File: config.mk
export PLATFORM = sky130hd
export DESIGN_NAME = jt12_pres_ctrl
export DESIGN_NICKNAME = d
export VERILOG_FILES = /design/src/rtl/jt12_pres_ctrl.sv
export SDC_FILE = /design/constraint.sdc
export NUM_CORES = 1
export LEC_CHECK = 0
export ABC_AREA = 1
export BUFFER_PORTS_ARGS = -buffer_cell sky130_fd_sc_hd__buf_2
export CORE_ASPECT_RATIO = 1.1
export CORE_MARGIN = 2
export CORE_UTILIZATION = 45
export DETAILED_ROUTE_END_ITERATION = 8
export PLACE_DENSITY = 0.74
export SETUP_SLACK_MARGIN = 0.02
export SLEW_MARGIN = 5
export SYNTH_ARGS = -nofsm -noshare
export SYNTH_HDL_FRONTEND = slang
export SYNTH_SLANG_ARGS = --single-unit
File: constraint.sdc
create_clock -name clk -period 3 [get_ports clk]
set_input_delay 0.15 -clock clk [delete_from_list [all_inputs] [get_ports clk]]
set_output_delay 0.15 -clock clk [all_outputs]
set_load 0.02 [all_outputs]
File: src/rtl/jt12_pres_ctrl.sv
// Prescaler register decode (0x2D/0x2E/0x2F) with tick-aligned apply of the divider
// setting, CPU busy countdown and registered write strobe for the register bank.
module jt12_pres_ctrl #(
    parameter int unsigned BUSY_CNT = 32
) (
    input  logic       rst,
    input  logic       clk,
    input  logic       pres_tick,
    input  logic       write,
    input  logic       a0,
    input  logic       a1,
    input  logic [7:0] din,
    output logic [1:0] div_setting,
    output logic       busy,
    output logic       wr_stb,
    output logic       wr_a1,
    output logic [7:0] wr_addr,
    output logic [7:0] wr_data
);

    localparam int unsigned CNT_W = 6;
    localparam int unsigned SEL_W = 2;
    localparam logic [CNT_W-1:0] CNT_LOAD  = CNT_W'(BUSY_CNT);
    localparam logic [SEL_W-1:0] SEL_RESET = 2'b10;

    logic             addr_wr;
    logic             data_wr;
    logic             pres_wr;
    logic [SEL_W-1:0] pend;
    logic [SEL_W-1:0] pend_nxt;
    logic             pend_vld;
    logic [CNT_W-1:0] cnt;

    assign addr_wr = write & ~a0;
    assign data_wr = write &  a0;

    // Prescaler address decode; the address phase alone updates the pending value
    always_comb begin
        pend_nxt = pend;
        pres_wr  = 1'b0;
        if (addr_wr && !a1) begin
            case (din)
                8'h2D: begin
                    pend_nxt = pend | 2'b10;
                    pres_wr  = 1'b1;
                end
                8'h2E: begin
                    pend_nxt = pend | 2'b01;
                    pres_wr  = 1'b1;
                end
                8'h2F: begin
                    pend_nxt = 2'b00;
                    pres_wr  = 1'b1;
                end
                default: begin
                    pend_nxt = pend;
                    pres_wr  = 1'b0;
                end
            endcase
        end
    end

    // A tick applies the value pending before this edge; a same-cycle write stays pending
    always_ff @(posedge clk or posedge rst) begin
        if (rst) begin
            pend        <= SEL_RESET;
            pend_vld    <= 1'b0;
            div_setting <= SEL_RESET;
        end else begin
            pend <= pend_nxt;
            if (pres_tick && pend_vld) begin
                div_setting <= pend;
            end
            if (pres_wr) begin
                pend_vld <= 1'b1;
            end else if (pres_tick) begin
                pend_vld <= 1'b0;
            end
        end
    end

    // Register-bank write port
    always_ff @(posedge clk or posedge rst) begin
        if (rst) begin
            wr_stb  <= 1'b0;
            wr_a1   <= 1'b0;
            wr_addr <= 8'h00;
            wr_data <= 8'h00;
        end else begin
            wr_stb <= data_wr;
            if (addr_wr) begin
                wr_addr <= din;
                wr_a1   <= a1;
            end
            if (data_wr) begin
                wr_data <= din;
            end
        end
    end

    // Busy countdown in divider ticks; a reload beats a coincident tick
    always_ff @(posedge clk or posedge rst) begin
        if (rst) begin
            cnt  <= '0;
            busy <= 1'b0;
        end else begin
            if (data_wr) begin
                cnt <= CNT_LOAD;
            end else if (pres_tick && cnt != '0) begin
                cnt <= cnt - CNT_W'(1);
            end
            busy <= (cnt != '0);
        end
    end

endmodule

# ---- Yosys cells after proc, flatten, opt, wreduce, memory -nomap -nowiden
# Index checks and enable logic that the tools add are counted.
# Widths: inputs -> output; s select.
dict set report word_totals {
  input_bits 14
  reg_bits 30
  out_inout_bits 21
  wordCells 38
}
dict set report classes {
  muxes 7
  bitwise 5
  n_reduce_logical 12
  n_eq_ne 3
  addsub 1
}
# operator n
set op_table {}
lappend op_table {{$eq 8x6->1 const B} 3}
lappend op_table {{$mux 6} 2}
lappend op_table {{$reduce_bool 2->1} 4}
lappend op_table {{$pmux 2 s3} 1}
lappend op_table {{$reduce_and 3->1} 2}
lappend op_table {{$reduce_bool 6->1} 1}
lappend op_table {{$sub 6x1->6 const B} 1}
lappend op_table {{$mux 1} 4}
lappend op_table {{$logic_and 1x1->1} 3}
lappend op_table {{$not 1->1} 3}
lappend op_table {{$reduce_or 3->1} 1}
lappend op_table {{$and 1x1->1} 2}
lappend op_table {{$logic_not 1->1} 1}

# ---- Longest topological paths before layout
# Gate-level depths: netlist of run 1.
dict set report logic_depth {
  depth_word 5
  ltp_mapped 8
  depth_no_buf 8
}

# ---- Worst setup path before layout of run 1
# No wires, ideal clock.
dict set report synth_timing {
  path_type {register to register}
  start {reg cnt[0]}
  end {reg cnt[1]}
  setup_slack_ps 1828
  n_path_buf 0
  period_less_slack_ps 1172
  setup_ps 118
  t_required_ps 2882
  arrival_ps 1053
  stages_incl_launch_ff 8
  path_cell_list {dfrtp_1 inv_1 ha_1 nand3_4 nand2_2 nand2_4 nand2_1 o21ai_2}
}
dict set report synth_between {
  elab_chain_len 3
  elab_cells_between_ends 6
  classes_between {add/sub: 1; mux: 2; reduce/logical: 3}
}
# element line_no
set synth_lines {}
lappend synth_lines {{start, declared} 32} ;# logic [CNT_W-1:0] cnt;
lappend synth_lines {{start signal, assigned} 110} ;# cnt <= cnt - CNT_W'(1);
lappend synth_lines {{$sub 6x1->6 / $reduce_bool 6->1 (equally long branches)} {110, 109}}
lappend synth_lines {{$mux 6 / $logic_and 1x1->1 (equally long branches)} 109} ;# end else if (pres_tick && cnt != '0) begin
lappend synth_lines {{$mux 6 / $reduce_bool 2->1 (equally long branches)} --}
# Several ways; a longest one is shown, not always the timed one. The select of a mux whose other input is x is not followed.
# A chain may end at the register's enable or synchronous reset.

# ---- Final worst setup path of run 1
dict set report layout_timing {
  start {reg cnt[0]}
  end {reg cnt[0]}
}
# The elaborated chain is that of the path after synthesis.

==> results.cfg, run 1 <==
[status]
status = finished clean

[global_route]
grt_max_degree = 31
grt_pass1_wl_mm = 4.84
grt-ovfl-total = 0
antenna_found_initial = 0
grt_pass1_vias = 1101
grt_util_all_layers_pct = 18.7

[critical_path]
critPathKind = reg -> reg
crit_path_end_kind = flop
cp_max_fo = 5
critical_path_arrival_ps = 1520
start_kind = flop
required_ps = 3210

[clocking]
clock_path_buffers = 2
cts_root_buf = clkbuf_4
htreeDepth = 2
cts_tree = done
postCtsHoldBufs = 0
clkSinkCount = 30
post_cts_buffers = 0
clk_latency_ps = 330
cts_resized = 0
cts-buffers-inserted = 5
path_clk_slew_ps = 100

[layout]
layout.cells.non_filler = 229
multi_input_area_um2 = 528
regArea_um2 = 753
fill_cells = 282
final_cell_mix = 50 x nand2_1, 34 x buf_2, 28 x dfrtp_1
layout.nets = 211
final_common_cell = nand2_1
drive_gt1_share_pct = 27.0
diodes = 0
syn2layout_area_growth_pct = 18.5

[die]
initial_core_util_pct = 48.3
num_rows = 20
ios = 35
die_w_um = 56.5
dieArea_um2 = 3490
fp.dieH_um = 61.8
core_um2 = 2830

[synth]
synth_top_area_share_pct = 51.3
synthDistinctLibCells = 21
avgSynthCellArea_um2 = 8.70
synth-seq-cells = 30
synthFlopType = dfrtp_1
synth_edf_count = 0
async_flop_share_pct = 100
synthCells = 157
syn_nets = 173
yosys.area.top_type = dfrtp_1
synthesis.area_um2 = 1370
yosysWarnings = 0
yosysSeqAreaShare_pct = 55.1
synth_area_leaders = dfrtp_1 51%, nand2_1 14%, o21ai_0 6.2%, inv_1 4.9%, nand3_1 4.4%

[timing]
setup_viol = 0
slew_headroom_pct = 27.4
finClkSkew_ps = 15.8
hold_viol = 0
tightest_slew_ps = 1090
fmax_mhz = 767
fin_setup_tns_ps = 0
rsz0062_at_grt = false
period_needed_ps = 1300
period_share_pct = 43.4
maxSlewViolCount = 0

[placed_design]
hpwl_mm = 2.10
place_congestion = 0.736
place_inst = 221
port_buffers = 34

[power]
total_leakage_power_nw = 0.895
pwr_density_cell_nw_per_um2 = 671
vdd_drop_max_uv = 408

[drt]
drtIter0Drc = 18
drcViolationCount = 0
route.detailed.wl_per_inst_um = 12.3
vias_per_cell = 4.93
routed_wirelength_mm = 2.81
ant_nets = 0
drt_pass1_iterations = 4
vias = 1129

[hold_path]
worstHoldPathType = in -> async

[flow_run]
maxCapViolations = 0
[cell usage after synthesis (2+ instances only)]
master and count:
nor2_1 10, ha_1 2, nand3_1 12, o21ai_0 17, mux2_2 2, dfstp_2 2, nor2_2 2, nand2_2 3
inv_1 18, nand2_1 50, buf_2 2, dfrtp_1 28
[cells by family after synthesis]
logic type	Yosys count	synth area share, %
multiplexers	2	1.65
buffers and inverters	21	6.23
adder cells (fa/ha/maj)	2	1.83
flip-flops	30	55.1
AND/OR/NAND/NOR	80	25.7
XOR/XNOR	1	0.641
AO/OA/AOI/OAI	21	8.79
[layout make-up]
cell class | count | share of cell area, %
inverters | 18 | 4.17
flip-flops and latches | 30 | 46.5
clock buffers | 8 | 3.63
well taps | 33 | 2.55
multi-input cells | 106 | 32.6
repair buffers | 34 | 10.5
[metal layers]
| metal | GRT usage, % | share of wire [%] | up-vias |
|---|---|---|---|
| met5 | 0 | 0 | - |
| met4 | 10.2 | 2.2 | 0 |
| met3 | 4.76 | 5.2 | 7 |
| met2 | 32.7 | 49 | 32 |
| met1 | 21.4 | 44 | 517 |
| li1 | - | - | 573 |
[flip-flops by register name, summed over array words and instances, names as in the netlist]
name and flops:
pend 2, wr_data 8, div_setting 2, wr_a1 1
wr_stb 1, wr_addr 8, cnt 6, busy 1
pend_vld 1
[report_power, final]
group          total, mW  internal, mW  switching, mW
Combinational      0.317         0.112          0.205
Clock              0.247         0.115          0.132
Sequential         0.522         0.471         0.0508
[worst paths after layout]
path | startpoint | endpoint | slack [ps] | depth (start not counted)
min in group clk | din[2] | wr_addr[2] | 80 | 3
max in group asynchronous | rst | cnt[0] | 2260 | 2
worst min-delay path | rst | cnt[1] | 80 | 2
worst max register to register | cnt[0] | cnt[0] | 1700 | 7
worst min register to register | pend[1] | pend[1] | 480 | 2
worst max-delay path | cnt[0] | cnt[0] | 1700 | 7
[critical path, stage by stage (launching register included)]
cell and delay [ps]:
dfrtp_1 390, inv_1 130, ha_1 210, nand3_4 120, nand2_2 120, nand2_4 70, nand3_1 90, nand2_1 60
[metrics by stage]
| step | util, % | hold slack (ps) | power, mW | setup WS (ps) | cell area, um2 |
|---|---|---|---|---|---|
| 2_1_floorplan | - | 239 | 0.753 | 1830 | 1370 |
| 3_3_place_gp | 55.2 | 426 | 0.826 | 1760 | 1560 |
| 3_5_place_dp | 55.2 | 433 | 0.847 | 1690 | 1560 |
| 4_1_cts | 57.3 | 76.5 | 1.10 | 1690 | 1620 |
| 5_1_grt | 57.3 | 92.7 | 1.17 | 1570 | 1620 |
| 6_report | 57.3 | 75.7 | 1.09 | 1700 | 1620 |
No activity file was read; power rests on OpenSTA's default activity.
==> run 2, diff against run 1 <==
Settings changed: PLACE_DENSITY 0.74 to 0.76.
Clock period 3 ns to 1.1 ns, I/O delays scaled along.
==> results.cfg, run 2 (synthesis results as in run 1) <==
[global_route]
grt_pass1_vias = 1159
grt_max_degree = 31
antenna_found_initial = 0
grt-ovfl-total = 0
grt_util_all_layers_pct = 19.5
grt_pass1_wl_mm = 5.11

[die]
fp.dieH_um = 61.8
ios = 35
core_um2 = 2830
die_w_um = 56.5
num_rows = 20
dieArea_um2 = 3490
initial_core_util_pct = 48.3

[power]
vdd_drop_max_uv = 1310
pwr_density_cell_nw_per_um2 = 1790
total_leakage_power_nw = 0.979

[placed_design]
place_area_um2 = 1650
hpwl_mm = 2.07
port_buffers = 34
place_congestion = 0.850

[clocking]
clock_path_buffers = 2
clk_latency_ps = 330
htreeDepth = 2
cts-buffers-inserted = 5
path_clk_slew_ps = 100
cts_tree = done
clkSinkCount = 30
cts_root_buf = clkbuf_4

[drt]
vias_per_cell = 4.80
ant_nets = 0
drcViolationCount = 0
vias = 1185
routed_wirelength_mm = 2.95
drtIter0Drc = 38
drt_pass1_iterations = 4
route.detailed.wl_per_inst_um = 11.9

[status]
status = finished, violations left
violations = setup timing

[critical_path]
critPathKind = reg -> reg
crit_path_top_delay_cell = dfrtp_1
rr_worst_depth = 7
cp_num_buf_inv = 2
worstSetupPathDepth = 7
cp_max_fo = 4
critical_path_arrival_ps = 1450
r2r_start = cnt[0]
crit_path_end_kind = flop
required_ps = 1370
cp-startpoint = cnt[0]
cp_common_cell = nand3_1
crit_chain = inv_2 > ha_4 > nand3_4 > buf_4 > nand3_1 > nand2_1 > nand3_1
critPathMaxStageDelay_ps = 400
start_kind = flop
critical-path-top-delay-family = flip-flops

[layout]
reg_top3 = wr_addr x8, wr_data x8, cnt x6
final_cell_mix = 47 x nand2_1, 33 x buf_2, 28 x dfrtp_1
syn2layout_area_growth_pct = 33.4
final_common_cell = nand2_1
drive_gt1_share_pct = 36.9
fin_area_um2 = 1820
diodes = 0
layout.nets = 229
fill_cells = 239

[timing]
setup_viol = 6
fin_setup_tns_ps = -390
finClkSkew_ps = 7.41
hold_viol = 0
tightest_slew_ps = 376
period_needed_ps = 1180
period_share_pct = 107
rsz0062_at_grt = true
fin_ws_ps = -78.8
slew_headroom_pct = 75.0
fmax_mhz = 848
maxSlewViolCount = 0

[hold_path]
holdPathStages = 3
hp-start = din[7]
worstHoldPathType = in -> reg

[flow_run]
maxCapViolations = 0
## run 2: path summary, 6_finish.rpt
| path | to | slack [ps] |
|---|---|---|
| setup / recovery | cnt[5] | -80 |
| hold / removal | wr_addr[7] | 10 |
| setup reg to reg | cnt[5] | -80 |
| hold reg to reg | pend[1] | 470 |
| max in group asynchronous | pend[1] | 470 |
| min in group asynchronous | busy | 320 |
## run 2: report_power, final
group / switching [mW] / leakage (nW) / internal [mW]
logic: 0.671 / 0.579 / 0.504
clock network: 0.392 / 0.0343 / 0.307
registers: 0.110 / 0.366 / 1.28
## run 2: final cells by class
type	count	area, um2	area share (%)
Sequential cell	30	753	41.3
Multi-Input combinational cell	106	571	31.3
Timing Repair Buffer	52	327	17.9
Inverter	18	67.6	3.71
Clock buffer	6	51.3	2.81
Tap cell	33	41.3	2.26
Clock inverter	2	12.5	0.686
## run 2: per-layer routing
metal	track usage [%]	vias to the layer above	share of wire [%]
met3	7.04	8	6.7
met5	0	-	0
met1	22.9	532	42
met4	8.84	0	2.4
met2	32.9	36	49
li1	-	609	-
## run 2: per-stage QoR
| step | utilization (%) | total power [mW] | hold slack [ps] | std cells | setup WS, ps |
|---|---|---|---|---|---|
| 2_1_floorplan | - | 2.10 | 144 | 157 | 12.9 |
| 3_3_place_gp | 58.3 | 2.44 | 140 | 230 | -13.1 |
| 3_5_place_dp | 58.3 | 2.50 | 149 | 230 | -75.4 |
| 4_1_cts | 63.2 | 3.25 | 5.21 | 245 | -77.4 |
| 5_1_grt | 64.5 | 3.50 | 6.45 | 247 | -164 |
| 6_report | 64.5 | 3.27 | 13.0 | 247 | -78.8 |
## run 2: worst min-delay path, delay by kind of cell
kind | cells | cell delay, ps
buf+inv | 2 | 160
compound gates | 1 | 90
## run 2: timing repair
action,4_1_cts,5_1_grt
hold endpoints to repair,37,0
pin swaps,1,2
gates resized for setup,3,7
setup buffers,1,2
cloned,0,0
hold buffers,6,0
endpoints found under the setup margin,7,10
==> run 3, diff against run 2 <==
Settings changed: CELL_PAD_IN_SITES_DETAIL_PLACEMENT from default to 1, CELL_PAD_IN_SITES_GLOBAL_PLACEMENT from default to 1, CORE_UTILIZATION 45 to 38, PLACE_DENSITY 0.76 to 0.82.
Clock period 1.1 ns to 1.3 ns, I/O delays scaled along.
==> results.cfg, run 3 (synthesis results as in run 1) <==
[power]
combPwrFrac_pct = 32.8
p_sw_share_pct = 37.4
vdd_drop_max_uv = 703
seqPwrFrac_pct = 45.3
p_int_mw = 1.69
power_mw = 2.71
total_leakage_power_nw = 0.939
pwr_density_cell_nw_per_um2 = 1550
power_switching_mw = 1.01
p_clk_share_pct = 21.9

[timing]
period_needed_ps = 1240
fmax_mhz = 809
fin_ws_ps = 64.3
maxSlewViolCount = 0
hold_viol = 0
tightest_slew_ps = 389
slew_headroom_pct = 74.0
period_share_pct = 95.1
finClkSkew_ps = 4.86
rsz0062_at_grt = true
setup_viol = 0

[drt]
vias_per_cell = 4.75
route.detailed.wl_per_inst_um = 13.7
drtIter0Drc = 52
drt_pass1_iterations = 5
routed_wirelength_mm = 3.46
drcViolationCount = 0
vias = 1203
ant_nets = 0

[critical_path]
cp_max_fo = 5
crit_path_end_kind = flop
start_kind = flop
critical_path_arrival_ps = 1470
required_ps = 1530
critPathKind = reg -> reg

[flow_run]
maxCapViolations = 0

[die]
die_w_um = 61.2
fp.dieH_um = 66.9
core_um2 = 3390
ios = 35
dieArea_um2 = 4090
initial_core_util_pct = 40.4
num_rows = 22

[layout]
layout.cells.non_filler = 253
drive_gt1_share_pct = 32.2
fill_cells = 428
layout.nets = 220
syn2layout_area_growth_pct = 27.6
diodes = 0
fin_util_pct = 51.5
final_cell_mix = 50 x nand2_1, 34 x buf_2, 27 x dfrtp_1
final_common_cell = nand2_1
reg_top3 = wr_addr x8, wr_data x8, cnt x6

[clocking]
clk_latency_ps = 340
path_clk_slew_ps = 100
clock_path_buffers = 2
cts_root_buf = clkbuf_4
cts_tree = done
clkSinkCount = 30
cts-buffers-inserted = 5
htreeDepth = 2

[global_route]
grt_pass1_wl_mm = 5.74
grt-ovfl-total = 0
grt_util_all_layers_pct = 19.6
antenna_found_initial = 0
grt_pass1_vias = 1287
grt_max_degree = 31

[status]
status = finished clean

[hold_path]
worstHoldPathType = in -> reg

[placed_design]
pre_cts_ws_ps = -34.0
port_buffers = 34
hpwl_mm = 2.45
place_inst = 239
place_congestion = 0.806
run 3: changes by cell type in the layout (fill, tap and decap cells not counted), moves of 2 or more:
cell,delta
nand2_1,+3
dlygate4sd3_1,-3
nor2_1,+2
buf_4,-6
nor2_2,-3
nand2_2,-3
run 3: timing repair:
item / CTS / global route
buffers inserted: 0 / 3
endpoints found under the hold margin: 31 / 0
resized for setup: 3 / 6
setup endpoints to repair: 5 / 6
hold buffers: 3 / 0
run 3: metrics by stage:
stage | TNS [ps] | cell area, um2 | hold slack (ps)
after global routing | -91.9 | 1740 | 36.8
after detailed placement | -102 | 1600 | 170
after global placement | 0 | 1600 | 155
after CTS | 0 | 1700 | 12.2
after floorplan | 0 | 1370 | 154
final | 0 | 1740 | 23.8
run 3: worst paths after layout:
path	from	end	slack, ps	cells after the start
worst min-delay path	din[2]	wr_addr[2]	20	3
worst max register to register	cnt[0]	cnt[1]	60	7
worst max-delay path	cnt[0]	cnt[1]	60	7
worst min register to register	pend[1]	pend[1]	480	2
max in group asynchronous	rst	div_setting[1]	640	4
min in group asynchronous	rst	wr_data[6]	330	4
run 3: per-layer routing:
layer  vias up  part of all wire [%]  track usage (%)
met1       579                    42             22.2
met2        27                    51             33.5
met4         0                   2.8             9.78
li1        587                     -                -
met5         -                     0                0
met3        10                   3.8             4.47
run 3: critical path, cell delays in order (launching register included):
cell and delay, ps:
dfrtp_1 400, inv_2 140, ha_4 170, nand3_4 120, nand2_4 110, nand2_4 70, nand2_1 80, o21ai_2 50
run 3: layout make-up:
| cell class | instances | area (um2) | area share, % |
|---|---|---|---|
| clock buffer | 7 | 55.1 | 3.16 |
| multi-input combinational | 106 | 556 | 31.9 |
| inverter | 18 | 67.6 | 3.88 |
| sequential | 30 | 754 | 43.3 |
| clock inverter | 1 | 5.00 | 0.287 |
| tap | 48 | 60.1 | 3.45 |
| timing repair buffer | 43 | 245 | 14.1 |
run 3: power by group through the flow:
stage | clock, mW | sequential (mW) | combinational (mW)
2_1_floorplan | 0 | 1.29 | 0.449
3_3_place_gp | 0 | 1.21 | 0.717
3_5_place_dp | 0 | 1.22 | 0.772
4_1_cts | 0.613 | 1.21 | 0.792
5_1_grt | 0.659 | 1.25 | 0.999
6_report | 0.594 | 1.23 | 0.887
